--- src/rtl/ims_pkg.sv ---
// Shared types and constants for the inter-month spread job scheduler.
package ims_pkg;

    localparam int TSC_W = 16;
    localparam logic [TSC_W-1:0] TSC_ERR_VAL = 16'hFFFF;
    localparam int DEF_TIMEOUT = 64;

    typedef enum logic [1:0] {
        S_IDLE  = 2'd0,
        S_CLEAR = 2'd1,
        S_RUN   = 2'd2,
        S_OUT   = 2'd3
    } state_t;

endpackage

--- src/rtl/ims_job_scheduler_rr_arbiter.sv ---
// Round-robin arbiter: picks the first set request at or above rr_ptr,
// wrapping around, purely combinational.
module rr_arbiter #(
    parameter int N_REQ = 4
) (
    input  logic [N_REQ-1:0]         req,
    input  logic [$clog2(N_REQ)-1:0] rr_ptr,
    output logic                     grant_valid,
    output logic [$clog2(N_REQ)-1:0] grant_idx
);

    localparam int ID_W = $clog2(N_REQ);

    int             k;
    logic [ID_W-1:0] kk;

    // Scan offsets from high to low so the smallest offset from rr_ptr wins.
    always_comb begin
        grant_valid = 1'b0;
        grant_idx   = '0;
        k           = 0;
        kk          = '0;
        for (int i = N_REQ - 1; i >= 0; i--) begin
            k = int'(rr_ptr) + i;
            if (k >= N_REQ) k = k - N_REQ;
            kk = k[ID_W-1:0];
            if (req[kk]) begin
                grant_valid = 1'b1;
                grant_idx   = kk;
            end
        end
    end

endmodule

--- src/rtl/ims_job_scheduler.sv ---
// Round-robin scheduler sharing one spread engine between N_REQ requesters.
// Holds the grant for the whole job, clears then runs the engine, waits
// for done with a timeout and returns the charge over valid/ready.
// Optional statistics counters are enabled with IMS_SCHED_STATS_EN.
module ims_job_scheduler
    import ims_pkg::*;
#(
    parameter int N_REQ      = 4,
    parameter int ID_W       = $clog2(N_REQ),
    parameter int CLR_CYCLES = 2,
    parameter int TIMEOUT    = DEF_TIMEOUT
) (
    input  logic             clk,
    input  logic             reset,
    input  logic [N_REQ-1:0] req,
    output logic [N_REQ-1:0] req_ack,
    output logic             gnt_valid,
    output logic [ID_W-1:0]  gnt_idx,
    output logic             eng_run,
    input  logic             eng_done,
    input  logic [TSC_W-1:0] eng_tsc,
    output logic             res_valid,
    input  logic             res_ready,
    output logic [TSC_W-1:0] res_tsc,
    output logic [ID_W-1:0]  res_id,
    output logic             res_err,
    output logic             busy
`ifdef IMS_SCHED_STATS_EN
    ,
    output logic [15:0]      stat_jobs,
    output logic [7:0]       stat_timeouts,
    output logic [7:0]       stat_max_lat
`endif
);

    localparam int CLR_W = $clog2(CLR_CYCLES + 1);
    localparam int TO_W  = $clog2(TIMEOUT + 1);

    state_t           state;
    logic [ID_W-1:0]  rr_ptr;
    logic [ID_W-1:0]  rr_next;
    logic [CLR_W-1:0] clr_cnt;
    logic [TO_W-1:0]  to_cnt;
    logic             arb_valid;
    logic [ID_W-1:0]  arb_idx;
    logic             hs;

    rr_arbiter #(.N_REQ(N_REQ)) u_arb (
        .req        (req),
        .rr_ptr     (rr_ptr),
        .grant_valid(arb_valid),
        .grant_idx  (arb_idx)
    );

    assign hs      = res_valid & res_ready;
    assign busy    = (state != S_IDLE);
    assign rr_next = (arb_idx == ID_W'(N_REQ - 1)) ? '0 : arb_idx + 1'b1;

    // Acknowledge the owning requester in the handshake cycle only.
    always_comb begin
        req_ack = '0;
        if (hs) req_ack[gnt_idx] = 1'b1;
    end

    // Job FSM with registered grant, engine control and result outputs.
    always_ff @(posedge clk or negedge reset) begin
        if (!reset) begin
            state     <= S_IDLE;
            rr_ptr    <= '0;
            gnt_valid <= 1'b0;
            gnt_idx   <= '0;
            eng_run   <= 1'b0;
            res_valid <= 1'b0;
            res_tsc   <= '0;
            res_id    <= '0;
            res_err   <= 1'b0;
            clr_cnt   <= '0;
            to_cnt    <= '0;
        end else begin
            case (state)
                S_IDLE: begin
                    if (arb_valid) begin
                        gnt_valid <= 1'b1;
                        gnt_idx   <= arb_idx;
                        rr_ptr    <= rr_next;
                        clr_cnt   <= CLR_W'(CLR_CYCLES - 1);
                        state     <= S_CLEAR;
                    end
                end
                S_CLEAR: begin
                    if (clr_cnt == '0) begin
                        to_cnt  <= TO_W'(TIMEOUT - 1);
                        eng_run <= 1'b1;
                        state   <= S_RUN;
                    end else begin
                        clr_cnt <= clr_cnt - 1'b1;
                    end
                end
                S_RUN: begin
                    // done has priority over a timeout in the same cycle
                    if (eng_done) begin
                        res_tsc   <= eng_tsc;
                        res_err   <= 1'b0;
                        res_id    <= gnt_idx;
                        res_valid <= 1'b1;
                        eng_run   <= 1'b0;
                        state     <= S_OUT;
                    end else if (to_cnt == '0) begin
                        res_tsc   <= TSC_ERR_VAL;
                        res_err   <= 1'b1;
                        res_id    <= gnt_idx;
                        res_valid <= 1'b1;
                        eng_run   <= 1'b0;
                        state     <= S_OUT;
                    end else begin
                        to_cnt <= to_cnt - 1'b1;
                    end
                end
                S_OUT: begin
                    if (res_ready) begin
                        res_valid <= 1'b0;
                        gnt_valid <= 1'b0;
                        state     <= S_IDLE;
                    end
                end
                default: state <= S_IDLE;
            endcase
        end
    end

`ifdef IMS_SCHED_STATS_EN
    logic [7:0] run_lat;
    logic [7:0] lat_now;
    int         run_cycles;

    // RUN cycles spent by the current job, clamped to the 8-bit counter.
    always_comb begin
        run_cycles = TIMEOUT - int'(to_cnt);
        lat_now    = (run_cycles > 255) ? 8'hFF : 8'(run_cycles);
    end

    // Saturating job statistics, committed when the result is accepted.
    always_ff @(posedge clk or negedge reset) begin
        if (!reset) begin
            stat_jobs     <= '0;
            stat_timeouts <= '0;
            stat_max_lat  <= '0;
            run_lat       <= '0;
        end else begin
            if (state == S_RUN && (eng_done || to_cnt == '0)) run_lat <= lat_now;
            if (hs) begin
                if (res_err) begin
                    if (stat_timeouts != 8'hFF) stat_timeouts <= stat_timeouts + 1'b1;
                end else begin
                    if (stat_jobs != 16'hFFFF) stat_jobs <= stat_jobs + 1'b1;
                end
                if (run_lat > stat_max_lat) stat_max_lat <= run_lat;
            end
        end
    end
`endif

endmodule

--- config.mk ---
export PLATFORM = sky130hd
export DESIGN_NAME = ims_job_scheduler
export DESIGN_NICKNAME = d
export VERILOG_FILES = /design/src/rtl/ims_pkg.sv /design/src/rtl/ims_job_scheduler_rr_arbiter.sv /design/src/rtl/ims_job_scheduler.sv
export SDC_FILE = /design/constraint.sdc
export NUM_CORES = 1
export LEC_CHECK = 0
export BUFFER_PORTS_ARGS = -buffer_cell sky130_fd_sc_hd__buf_2
export CORE_ASPECT_RATIO = 0.7
export CORE_UTILIZATION = 35
export CTS_BUF_LIST = sky130_fd_sc_hd__clkbuf_16
export DETAILED_ROUTE_END_ITERATION = 7
export GPL_TIMING_DRIVEN = 0
export SYNTH_ARGS = -nofsm -noshare
export SYNTH_HDL_FRONTEND = slang
export SYNTH_SLANG_ARGS = --single-unit
--- constraint.sdc ---
create_clock -name clk -period 1.5 [get_ports clk]
set_input_delay 0.15 -clock clk [delete_from_list [all_inputs] [get_ports clk]]
set_output_delay 0.15 -clock clk [all_outputs]
set_load 0.02 [all_outputs]
# --- Word level (Yosys, flattened, before mapping) ---
# Index checks and enable logic that the tools add are counted.
word_totals:
  in_bits: 24
  elab_cells: 112
  out_inout_bits: 29
  regBits: 37
op_classes:
  add_sub_neg: 10
  n_mux: 51
  bitwise_logic: 1
  n_eq_ne: 11
  magnitude_cmp: 10
  n_reduce_logical: 18
op_table:
  columns: ["operator", "count"]
  rows:
  - ["2-bit two-way mux", 17]
  - ["16-bit two-way mux", 2]
  - ["7-bit two-way mux", 3]
  - ["1-bit two-way mux", 17]
  - ["2-bit by 3-bit < comparator with 1-bit output, second input constant", 5]
  - ["7-bit case mux with 2 select lines", 1]
  - ["2-bit != test, second input constant", 6]
  - ["3-bit AND reduction", 4]
  - ["2-bit nonzero test", 6]
  - ["2-bit by 1-bit subtractor with 2-bit output, second input constant", 5]
  - ["3-bit >= comparator, second input constant", 3]
  - ["1-bit binary-select mux with 2-bit select", 4]
  - ["2-bit case mux with 4 select lines", 1]
  - ["4-bit AND reduction", 2]
  - ["7-bit zero test", 1]
  - ["7-bit by 1-bit subtractor with 7-bit output, second input constant", 1]
  - ["2-bit by 2-bit adder with 3-bit output, second input constant", 2]
  - ["2-bit == test, second input constant", 3]
  - ["1-bit case mux with 2 select lines", 3]
  - ["2-bit zero test", 2]
  - ["4-bit two-way mux", 1]
  - ["2-bit case mux with 2 select lines", 1]
  - ["2-bit AND reduction", 2]
  - ["2-bit by 1-bit adder with 3-bit output, second input constant", 1]
  - ["other kinds (8)", 8]

# --- Longest topological paths before layout ---
# Gate-level depths: netlist (run 1).
logic_depth:
  depth_word: 11
  ltp_mapped: 7

# --- Hierarchy ---
# Synthesis (run 1) repeated with hierarchy kept, for this count alone.
hier_totals:
  hier_cells: 189
  area_unflattened_um2: 1956.9
modules_own_cells:
  columns: ["mod", "seq_area_each_um2", "instances", "area_per_inst_um2", "cells_each"]
  rows:
  - ["ims_job_scheduler", 925.9, 1, 1879.3, 176]
  - ["rr_arbiter", 0.0, 1, 77.6, 13]

# --- Worst setup path before layout (run 1) ---
# No wires, ideal clock.
synth_path:
  path_type: "register to register"
  startpoint: "register to_cnt[3]"
  endpoint: "register res_id[0]"
  setup_ps: 128
  slack_ps: -92
  path_stages_with_launch: 6
  t_arrival_ps: 1465
  t_required_ps: 1372
  path_cell_list: "dfrtp_1 nor4_4 a31oi_1 nor2b_1 buf_4 mux2_1"
synth_between:
  elab_chain_len: 3
synth_rtl:
  columns: ["element", "line", "text"]
  rows:
  - ["from (decl)", "ims_job_scheduler.sv:43", "logic [TO_W-1:0] to_cnt;"]
  - ["from (signal assigned)", "ims_job_scheduler.sv:92", "to_cnt <= TO_W'(TIMEOUT - 1);"]
  - ["from (signal assigned)", "ims_job_scheduler.sv:116", "to_cnt <= to_cnt - 1'b1;"]
  - ["7-bit zero test", "ims_job_scheduler.sv:108", "end else if (to_cnt == '0) begin"]
  - ["2-bit nonzero test (no source line)", null, null]
  - ["2-bit AND reduction (no source line)", null, null]
  - ["to (signal assigned)", "ims_job_scheduler.sv:104", "res_id <= gnt_idx;"]
  - ["to (signal assigned)", "ims_job_scheduler.sv:111", "res_id <= gnt_idx;"]
  - ["to (decl)", "ims_job_scheduler.sv:25", "output logic [ID_W-1:0] res_id,"]
# Every way passes these cells.
# A chain may end at the register's enable or synchronous reset.

# --- Worst setup path in the final report (run 1) ---
# Ends and elaborated chain as after synthesis.

==> reports/results.ini, run 1 <==
[timing]
worst_pin_slew_ns = 0.8166
rsz0062_at_grt = true
relSlewSlack_pct = 45.56
fmax_ghz = 0.6111
hold_viol = 0
finalCritPeriodShare_pct = 109.1
setup_slack_ns = -0.1365
hold_ws_ns = 0.09779
fin_worst_skew_ns = 0.004583
setup_violations = 26
setup_tns_ns = -1.660
fin_crit_ns = 1.636
maxSlewViolCount = 0

[yosys]
yosysTopAreaCell = dfrtp_1
synth_edf_count = 0
ys_types = 42
synth_ff_type = dfrtp_1
synth_area_leaders = dfrtp_1 (52%), o22a_1 (7.9%), ha_1 (4.9%)
yosys_warnings = 0
synth-seq-cells = 37
ys_seq_area_share_pct = 52.22
netlist_instances = 163
async_flop_share_pct = 100.0
synth_area_per_cell_sq_um = 10.88
synth.cell_area_sq_mm = 0.001773
synth_fp_nets = 194
synth_top_area_share_pct = 52.22

[status]
status = complete, but fails checks
violations = setup timing

[clock_network]
clockBufferDepth = 2
cts_max_level = 2
clk_latency_ns = 0.28
cts_root_buf = clkbuf_16
clk_pin_slew_ns = 0.06
cts_inserted_buffers = 5
cts_tree = built
clock_sinks = 37

[floorplan]
core_area_sq_mm = 0.004835
start_util_pct = 36.67
die_area_sq_mm = 0.005358
num_rows = 21
io_pins = 53
dieWidth_microns = 87.07
die_h_microns = 61.55

[layout]
multiInputGateArea_sq_um = 949.7
area_delta_synth_final_pct = 48.91
final_nets = 273
num_antenna_cells = 0
fill_cells = 444
drive_gt1_share_pct = 51.44
ff_latch_area_sq_um = 929.6
finalInstanceArea_sq_mm = 0.002640

[hold_path]
min_path_cells = 2
hold_path.class = primary input to register
hold_path_startpoint = eng_tsc[1]
hold_path_end = res_tsc[1]

[worst_setup_path]
required_ns = 1.67
cp-start-kind = register
crit_arrival_ns = 1.80
cp-end-kind = register
r2r-start = to_cnt[3]
crit_type = register to register
reg2reg_setup_slack_ns = -0.14
reg2reg_depth = 5
path_max_fanout = 4
r2r-end = res_id[0]

[pwr]
ir_drop_mv = 0.8358
p_per_area_mw_per_mm2 = 2282
design_power_total_mw = 6.023
leakage_nw = 1.179

[route]
drt-initial-drc-count = 26
via_count = 1521
dr.pass1.iters = 4
drc = 0
detail_route.wl_per_cell_microns = 13.04
drtAntennaViolNets = 0
viasPerCell = 4.875
routed_wl_mm = 4.068

[global_routing]
grt_pass1_vias = 1399
groute.usage.overall_pct = 15.87
grt_max_degree = 38
antenna_found_initial = 0
grt-ovfl-total = 0
grt_pass1_wl_mm = 6.334

[place]
dpl_cell_area_sq_mm = 0.002162
gp_congestion = 0.7767
dp_hpwl_mm = 2.682
port_buffers = 52

[job]
maxCapViolCount = 0

[flip-flops by register name, indices dropped and copies added (netlist names)]
signal,cells
res_tsc,16
rr_ptr,2
gnt_valid,1
state,2
clr_cnt,2
to_cnt,7
gnt_idx,2
eng_run,1
res_id,2
res_valid,1
res_err,1
[what timing repair did]
item | in CTS | in global routing
setup endpoints to repair | 29 | 35
gates resized for setup | 17 | 27
gates cloned | 0 | 0
hold endpoints to repair | 7 | 0
buffers inserted | 13 | 6
pin swaps | 11 | 13
hold buffers | 1 | 0
[Yosys cell counts (3+ instances only)]
master / number
a21oi_1: 7
o21ai_0: 5
nand3_1: 4
nor3_1: 5
ha_1: 7
dfrtp_1: 37
inv_1: 12
o22a_1: 16
nand2_1: 15
nand4_1: 3
xor2_1: 3
nand2b_1: 4
nor2_1: 9
[worst max-delay path by stage]
stage / end / cells after the start / start / slack (ns)
6_report: res_id[0] / 5 / to_cnt[3] / -0.14
5_1_grt: res_id[1] / 5 / to_cnt[3] / -0.22
4_1_cts: res_id[0] / 5 / to_cnt[3] / -0.15
3_5_place_dp: res_id[1] / 5 / to_cnt[4] / -0.24
3_3_place_gp: res_id[1] / 5 / to_cnt[4] / -0.23
2_1_floorplan: res_id[0] / 5 / to_cnt[4] / -0.08
[power by group]
part	switching [mW]	internal, mW	total [mW]	leakage (nW)
logic	1.59	1.45	3.04	0.692
registers	0.334	1.46	1.79	0.410
clock network	0.414	0.778	1.19	0.0775
total	2.34	3.68	6.02	1.18
[worst max-delay path, cell delays in order, from the launching register on]
cell,delay (ns)
dfrtp_2,0.43
nor4_4,0.32
a31oi_2,0.15
nor2b_1,0.17
buf_4,0.17
mux2_4,0.29
[layout make-up]
class / instances / share of cell area (%)
multi-input combinational: 110 / 35.97
sequential: 37 / 35.21
timing repair buffer: 72 / 16.30
clock buffer: 5 / 4.739
tap: 69 / 3.270
inverter: 12 / 1.896
clock inverter: 3 / 1.564
buffer: 4 / 1.043
[logic make-up (layout without fill, tap and decap cells)]
family,after synthesis,in the layout,share of synthesized area (%)
simple gates,50,50,15.17
compound gates,42,42,17.64
flops,37,37,52.22
buf+inv,16,96,3.670
fa+ha+maj,7,7,4.940
mux,6,6,3.881
xor+xnor,5,5,2.470
[stage by stage]
step / std cells / setup slack, ns / util [%]
2_1_floorplan: 163 / -0.08306 / -
3_3_place_gp: 284 / -0.2277 / 44.72
3_5_place_dp: 284 / -0.2398 / 44.72
4_1_cts: 306 / -0.1471 / 51.60
5_1_grt: 312 / -0.2150 / 54.61
6_report: 312 / -0.1365 / 54.61
[routing by layer]
metal  track usage (%)  share of wire [%]  wire, microns  vias to the layer above
met3             4.290                5.2            213                        8
li1                  -                  -              -                      752
met1             20.92                 49           2012                      723
met2             24.86                 44           1780                       38
met5                 0                  0              0                        -
met4             7.143                1.5             62                        0
[cells in the final DEF, fill, tap and decap left out, drive strengths merged, types with 2 or more instances in the layout]
master | netlist | final
nor4 | 2 | 2
ha | 7 | 7
nor2 | 9 | 9
xor2 | 3 | 3
mux2 | 4 | 4
o21ai | 7 | 7
a31oi | 2 | 2
nor3 | 5 | 5
nor2b | 2 | 2
buf | 2 | 74
nand2 | 16 | 16
nand4 | 3 | 3
dfrtp | 37 | 37
nand2b | 4 | 4
inv | 12 | 12
xnor2 | 2 | 2
o22a | 16 | 16
mux2i | 2 | 2
nand3 | 4 | 4
a21oi | 7 | 7
clkbuf | 2 | 6
Note: power is estimated with default switching activity, not from simulation.
==> run 2: changes to the inputs <==
--- a/config.mk
+++ b/config.mk
@@ -11,6 +11,7 @@
 export CTS_BUF_LIST = sky130_fd_sc_hd__clkbuf_16
 export DETAILED_ROUTE_END_ITERATION = 7
 export GPL_TIMING_DRIVEN = 0
+export SKIP_LAST_GASP = 1
 export SYNTH_ARGS = -nofsm -noshare
 export SYNTH_HDL_FRONTEND = slang
 export SYNTH_SLANG_ARGS = --single-unit
==> reports/results.ini, run 2 (same netlist as run 1, synthesis figures left out) <==
[timing]
rsz0062_at_grt = true
worst_pin_slew_ns = 0.8180  ; +0.001383 ns
fin_worst_skew_ns = 0.004158  ; -0.0004245 ns
hold_viol = 0  ; unchanged
relSlewSlack_pct = 45.46  ; -0.092 points
maxSlewViolCount = 0  ; unchanged
setup_slack_ns = -0.1348  ; +0.001650 ns
fin_crit_ns = 1.635  ; -0.001650 ns
finalCritPeriodShare_pct = 109.0  ; -0.11 points
hold_ws_ns = 0.09791  ; +0.0001110 ns
setup_violations = 26  ; unchanged
fmax_ghz = 0.6117  ; +0.10%

[layout]
final_nets = 273  ; unchanged
area_delta_synth_final_pct = 47.49
drive_gt1_share_pct = 49.79  ; -1.6 points
largest_reg_flops = 16  ; unchanged
largest_register = res_tsc
fill_cells = 448  ; +0.90%
finalInstanceArea_sq_mm = 0.002615  ; -0.95%
final_common_cell = buf_2
num_antenna_cells = 0  ; unchanged
multiInputGateArea_sq_um = 937.1  ; -1.3%
layout_common_cells = buf_2 (53), dfrtp_1 (34), buf_4 (17)
ff_latch_area_sq_um = 929.6  ; unchanged
top_regs = res_tsc: 16 flops, to_cnt: 7 flops

[clock_network]
clock_sinks = 37  ; unchanged
clk_latency_ns = 0.28  ; about the same
clockBufferDepth = 2  ; unchanged
cts_inserted_buffers = 5  ; unchanged
clk_pin_slew_ns = 0.06  ; about the same
cts_max_level = 2  ; unchanged
cts_root_buf = clkbuf_16
cts_tree = built

[pwr]
design_power_total_mw = 5.991  ; -0.53%
leakage_nw = 1.172  ; -0.65%
ir_drop_mv = 0.9227  ; +10%
p_per_area_mw_per_mm2 = 2291  ; +0.42%

[worst_setup_path]
cp-end-kind = register
crit_buf_inv = 1  ; unchanged
required_ns = 1.67  ; about the same
cp_slowest_cell = dfrtp_1
crit_arrival_ns = 1.80  ; about the same
cp-start-kind = register
crit_type = register to register
path_delay_family = simple AND/OR/NAND/NOR gates
r2r-end = res_id[0]
reg2reg_depth = 5  ; unchanged
r2r-start = to_cnt[4]
crit_chain = nor4_4, a31oi_2, nor2b_1, buf_4, mux2_4
reg2reg_setup_slack_ns = -0.13  ; about the same
path_max_fanout = 4  ; unchanged
slowest_delay_ns = 0.43  ; about the same

[route]
via_count = 1519  ; -0.13%
drc = 0  ; unchanged
drt-initial-drc-count = 21  ; -19%
viasPerCell = 4.869  ; -0.13%
dr.pass1.iters = 3  ; -1
routed_wl_mm = 4.047  ; -0.52%
drtAntennaViolNets = 0  ; unchanged
detail_route.wl_per_cell_microns = 12.97  ; -0.52%

[global_routing]
grt_pass1_vias = 1398  ; -0.071%
grt-ovfl-total = 0  ; unchanged
grt_pass1_wl_mm = 6.334  ; unchanged
antenna_found_initial = 0  ; unchanged
groute.usage.overall_pct = 15.87  ; unchanged
grt_max_degree = 38  ; unchanged

[floorplan]
die_h_microns = 61.55  ; unchanged
core_area_sq_mm = 0.004835  ; unchanged
dieWidth_microns = 87.07  ; unchanged
num_rows = 21  ; unchanged
start_util_pct = 36.67  ; unchanged
die_area_sq_mm = 0.005358  ; unchanged
io_pins = 53  ; unchanged

[status]
violations = setup timing
status = complete, but fails checks

[place]
dpl_cell_area_sq_mm = 0.002162  ; unchanged
dp_hpwl_mm = 2.682  ; unchanged
gp_congestion = 0.7767  ; unchanged
port_buffers = 52  ; unchanged
place_ws_ns = -0.2398  ; unchanged

[hold_path]
hold_path.class = primary input to register
hold_path_end = res_tsc[1]
hold_path_startpoint = eng_tsc[1]
min_path_cells = 2  ; unchanged

[job]
maxCapViolCount = 0  ; unchanged

## run 2: cell count changes in the layout (fill, tap and decap cells not counted), sizes merged
| cell | before | now |
|---|---|---|
| buf | 74 | 73 |
| clkbuf | 6 | 7 |
## run 2: where the power goes
part           switching, mW  internal (mW)  leakage [nW]
sequential             0.333           1.46         0.410
combinational           1.58           1.43         0.684
clock                  0.409          0.778        0.0775
total                   2.32           3.67          1.17
## run 2: repair_timing
action,CTS,global route
endpoints found under the setup margin,29,36
endpoints found under the hold margin,7,0
hold buffers,1,0
buffers inserted,13,6
pin swaps,10,11
resized for setup,16,21
## run 2: through the flow
| step | std cells | setup TNS (ns) | utilization [%] |
|---|---|---|---|
| floorplan | 163 | -0.2214 | - |
| global placement | 284 | -2.672 | 44.72 |
| detailed placement | 284 | -2.802 | 44.72 |
| CTS | 306 | -1.988 | 51.55 |
| global route | 312 | -4.169 | 54.09 |
| finish | 312 | -1.544 | 54.09 |
## run 2: area by class of cell
class,count,area share [%]
Buffer,4,0.9091
Inverter,12,1.818
Tap cell,69,3.301
Clock inverter,3,1.579
Clock buffer,5,4.785
Sequential cell,37,35.55
Multi-Input combinational cell,110,35.84
Timing Repair Buffer,72,16.22
## run 2: routing by layer
metal	track usage, %	share of wire [%]	up-vias	wire length, microns
met5	0	0	-	0
met4	7.143	1.5	0	62
met3	4.290	5.3	8	216
met2	24.86	43	37	1760
met1	20.92	50	719	2008
li1	-	-	755	-
## run 2: worst max path at each step
stage | from | endpoint | slack, ns | cells past startpoint
after global placement | to_cnt[4] | res_id[1] | -0.23 | 5
after CTS | to_cnt[3] | res_id[0] | -0.15 | 5
final | to_cnt[4] | res_id[0] | -0.13 | 5
after global routing | to_cnt[3] | res_id[1] | -0.21 | 5
after floorplan | to_cnt[4] | res_id[0] | -0.08 | 5
after detailed placement | to_cnt[4] | res_id[1] | -0.24 | 5
==> run 3: changes to the inputs <==
--- a/config.mk
+++ b/config.mk
@@ -12,6 +12,7 @@
 export DETAILED_ROUTE_END_ITERATION = 7
 export GPL_TIMING_DRIVEN = 0
 export SKIP_LAST_GASP = 1
+export SLEW_MARGIN = 20
 export SYNTH_ARGS = -nofsm -noshare
 export SYNTH_HDL_FRONTEND = slang
 export SYNTH_SLANG_ARGS = --single-unit
==> constraint.sdc (replaced) <==
create_clock -name clk -period 1.7 [get_ports clk]
set_input_delay 0.17 -clock clk [delete_from_list [all_inputs] [get_ports clk]]
set_output_delay 0.17 -clock clk [all_outputs]
set_load 0.02 [all_outputs]
==> reports/results.ini, run 3 (same netlist as run 1, synthesis figures left out) <==
[timing]
hold_ws_ns = -0.007734  ; -0.1056 ns
maxSlewViolCount = 0  ; unchanged
fmax_ghz = 0.6037  ; -1.3%
finalCritPeriodShare_pct = 97.44  ; -12 points
setup_slack_ns = 0.04348  ; +0.1783 ns
worst_pin_slew_ns = 0.8265  ; +0.008518 ns
hold_viol = 27  ; +27
setup_violations = 0  ; -100%
fin_crit_ns = 1.657  ; +0.02170 ns
relSlewSlack_pct = 44.90  ; -0.57 points
rsz0062_at_grt = true
fin_worst_skew_ns = 0.002613  ; -0.001546 ns

[job]
maxCapViolCount = 0  ; unchanged

[clock_network]
cts_max_level = 2  ; unchanged
cts_root_buf = clkbuf_16
cts_tree = built
clk_pin_slew_ns = 0.06  ; about the same
cts_inserted_buffers = 5  ; unchanged
clock_sinks = 37  ; unchanged
clk_latency_ns = 0.28  ; about the same
clockBufferDepth = 2  ; unchanged

[route]
via_count = 1421  ; -6.5%
drc = 0  ; unchanged
routed_wl_mm = 3.861  ; -4.6%
viasPerCell = 4.785  ; -1.7%
drt-initial-drc-count = 34  ; +62%
drtAntennaViolNets = 0  ; unchanged
detail_route.wl_per_cell_microns = 13.00  ; +0.22%
dr.pass1.iters = 4  ; +1

[worst_setup_path]
reg2reg_setup_slack_ns = 0.04  ; +0.18 ns
startpoint = to_cnt[3]
cp-endpoint = state[1]
reg2reg_depth = 5  ; unchanged
cp-end-kind = register
required_ns = 1.86  ; +0.19 ns
cp-start-kind = register
r2r-start = to_cnt[3]
crit_arrival_ns = 1.81  ; about the same
crit_type = register to register
r2r-end = state[1]
path_max_fanout = 5  ; +1

[pwr]
design_power_total_mw = 4.706  ; -21%
ir_drop_mv = 0.7223  ; -22%
p_per_area_mw_per_mm2 = 1981  ; -14%
leakage_nw = 1.082  ; -7.6%

[layout]
layout_common_cells = buf_2 (53), dfrtp_1 (36), o22a_1 (16)
area_delta_synth_final_pct = 34.02
final_nets = 258  ; -5.5%
fill_cells = 469  ; +4.7%
drive_gt1_share_pct = 37.28  ; -13 points
largest_register = res_tsc
layoutNonFillerInstCount = 297  ; -4.8%
num_antenna_cells = 0  ; unchanged
top_regs = res_tsc: 16 flops, to_cnt: 7 flops
final_common_cell = buf_2
largest_reg_flops = 16  ; unchanged
fin_util_pct = 49.15  ; -4.9 points

[place]
gp_congestion = 0.8077  ; +4.0%
port_buffers = 52  ; unchanged
dp_hpwl_mm = 2.723  ; +1.5%
dp.cells = 284  ; unchanged
place_ws_ns = -0.09019  ; +0.1496 ns

[global_routing]
use_met1_pct = 20.93  ; about the same
met2_usage_pct = 21.71  ; -3.1 points
grt_max_degree = 38  ; unchanged
use_met3_pct = 4.021  ; -0.27 points
grt-ovfl-total = 0  ; unchanged
grt_pass1_vias = 1257  ; -10%
groute.usage.overall_pct = 14.80  ; -1.1 points
grt_pass1_wl_mm = 5.885  ; -7.1%
antenna_found_initial = 0  ; unchanged
busiest_layer = met2

[status]
status = complete, but fails checks
violations = hold timing

[hold_path]
hold_path.class = primary input to async pin

[floorplan]
dieWidth_microns = 87.07  ; unchanged
die_area_sq_mm = 0.005358  ; unchanged
io_pins = 53  ; unchanged
die_h_microns = 61.55  ; unchanged
start_util_pct = 36.67  ; unchanged
num_rows = 21  ; unchanged
core_area_sq_mm = 0.004835  ; unchanged

[run 3: worst min-delay path by stage]
stage                      end   from
floorplan           clr_cnt[0]  reset
global placement    res_tsc[1]  reset
detailed placement  res_tsc[4]  reset
CTS                 res_tsc[4]  reset
global route        res_tsc[1]  reset
finish              res_tsc[1]  reset
[run 3: power by group]
part / internal (mW) / switching [mW] / leakage (nW)
Clock: 0.537 / 0.348 / 0.0712
Combinational: 0.988 / 1.25 / 0.599
Sequential: 1.28 / 0.301 / 0.412
Total: 2.81 / 1.90 / 1.08
[run 3: final cells by class]
| class | count | area, sq um | share of cell area [%] |
|---|---|---|---|
| Timing Repair Buffer | 57 | 297.8 | 12.53 |
| Clock inverter | 3 | 17.52 | 0.7372 |
| Multi-Input combinational cell | 110 | 855.8 | 36.02 |
| Sequential cell | 37 | 927.1 | 39.02 |
| Clock buffer | 5 | 125.1 | 5.266 |
| Buffer | 4 | 21.27 | 0.8952 |
| Inverter | 12 | 45.04 | 1.896 |
| Tap cell | 69 | 86.33 | 3.633 |
[run 3: worst max-delay path, stage by stage (launching register included)]
cell	delay, ns
dfrtp_1	0.42
nor4_4	0.34
a31oi_2	0.16
nand2_2	0.15
o2111ai_4	0.15
mux2_4	0.32
[run 3: through the flow]
| step | hold WS (ns) | setup TNS [ns] | area, sq um |
|---|---|---|---|
| global placement | 0.3222 | -0.3006 | 2120 |
| floorplan | -0.1256 | 0 | 1773 |
| finish | -0.007734 | 0 | 2376 |
| CTS | 0.03471 | -0.005353 | 2286 |
| global route | 0.06709 | -0.2637 | 2376 |
| detailed placement | 0.3317 | -0.3448 | 2120 |
[run 3: metal layers]
layer	share of wire [%]	wire length (microns)
met5	0	0
met4	1.1	44
met3	6.2	241
met2	41	1575
met1	52	2000
[run 3: what timing repair did]
| item | CTS | global route |
|---|---|---|
| setup buffers | 1 | 4 |
| resized for setup | 5 | 11 |
| pin swaps | 0 | 5 |
| setup endpoints to repair | 7 | 21 |
| hold buffers | 0 | 0 |
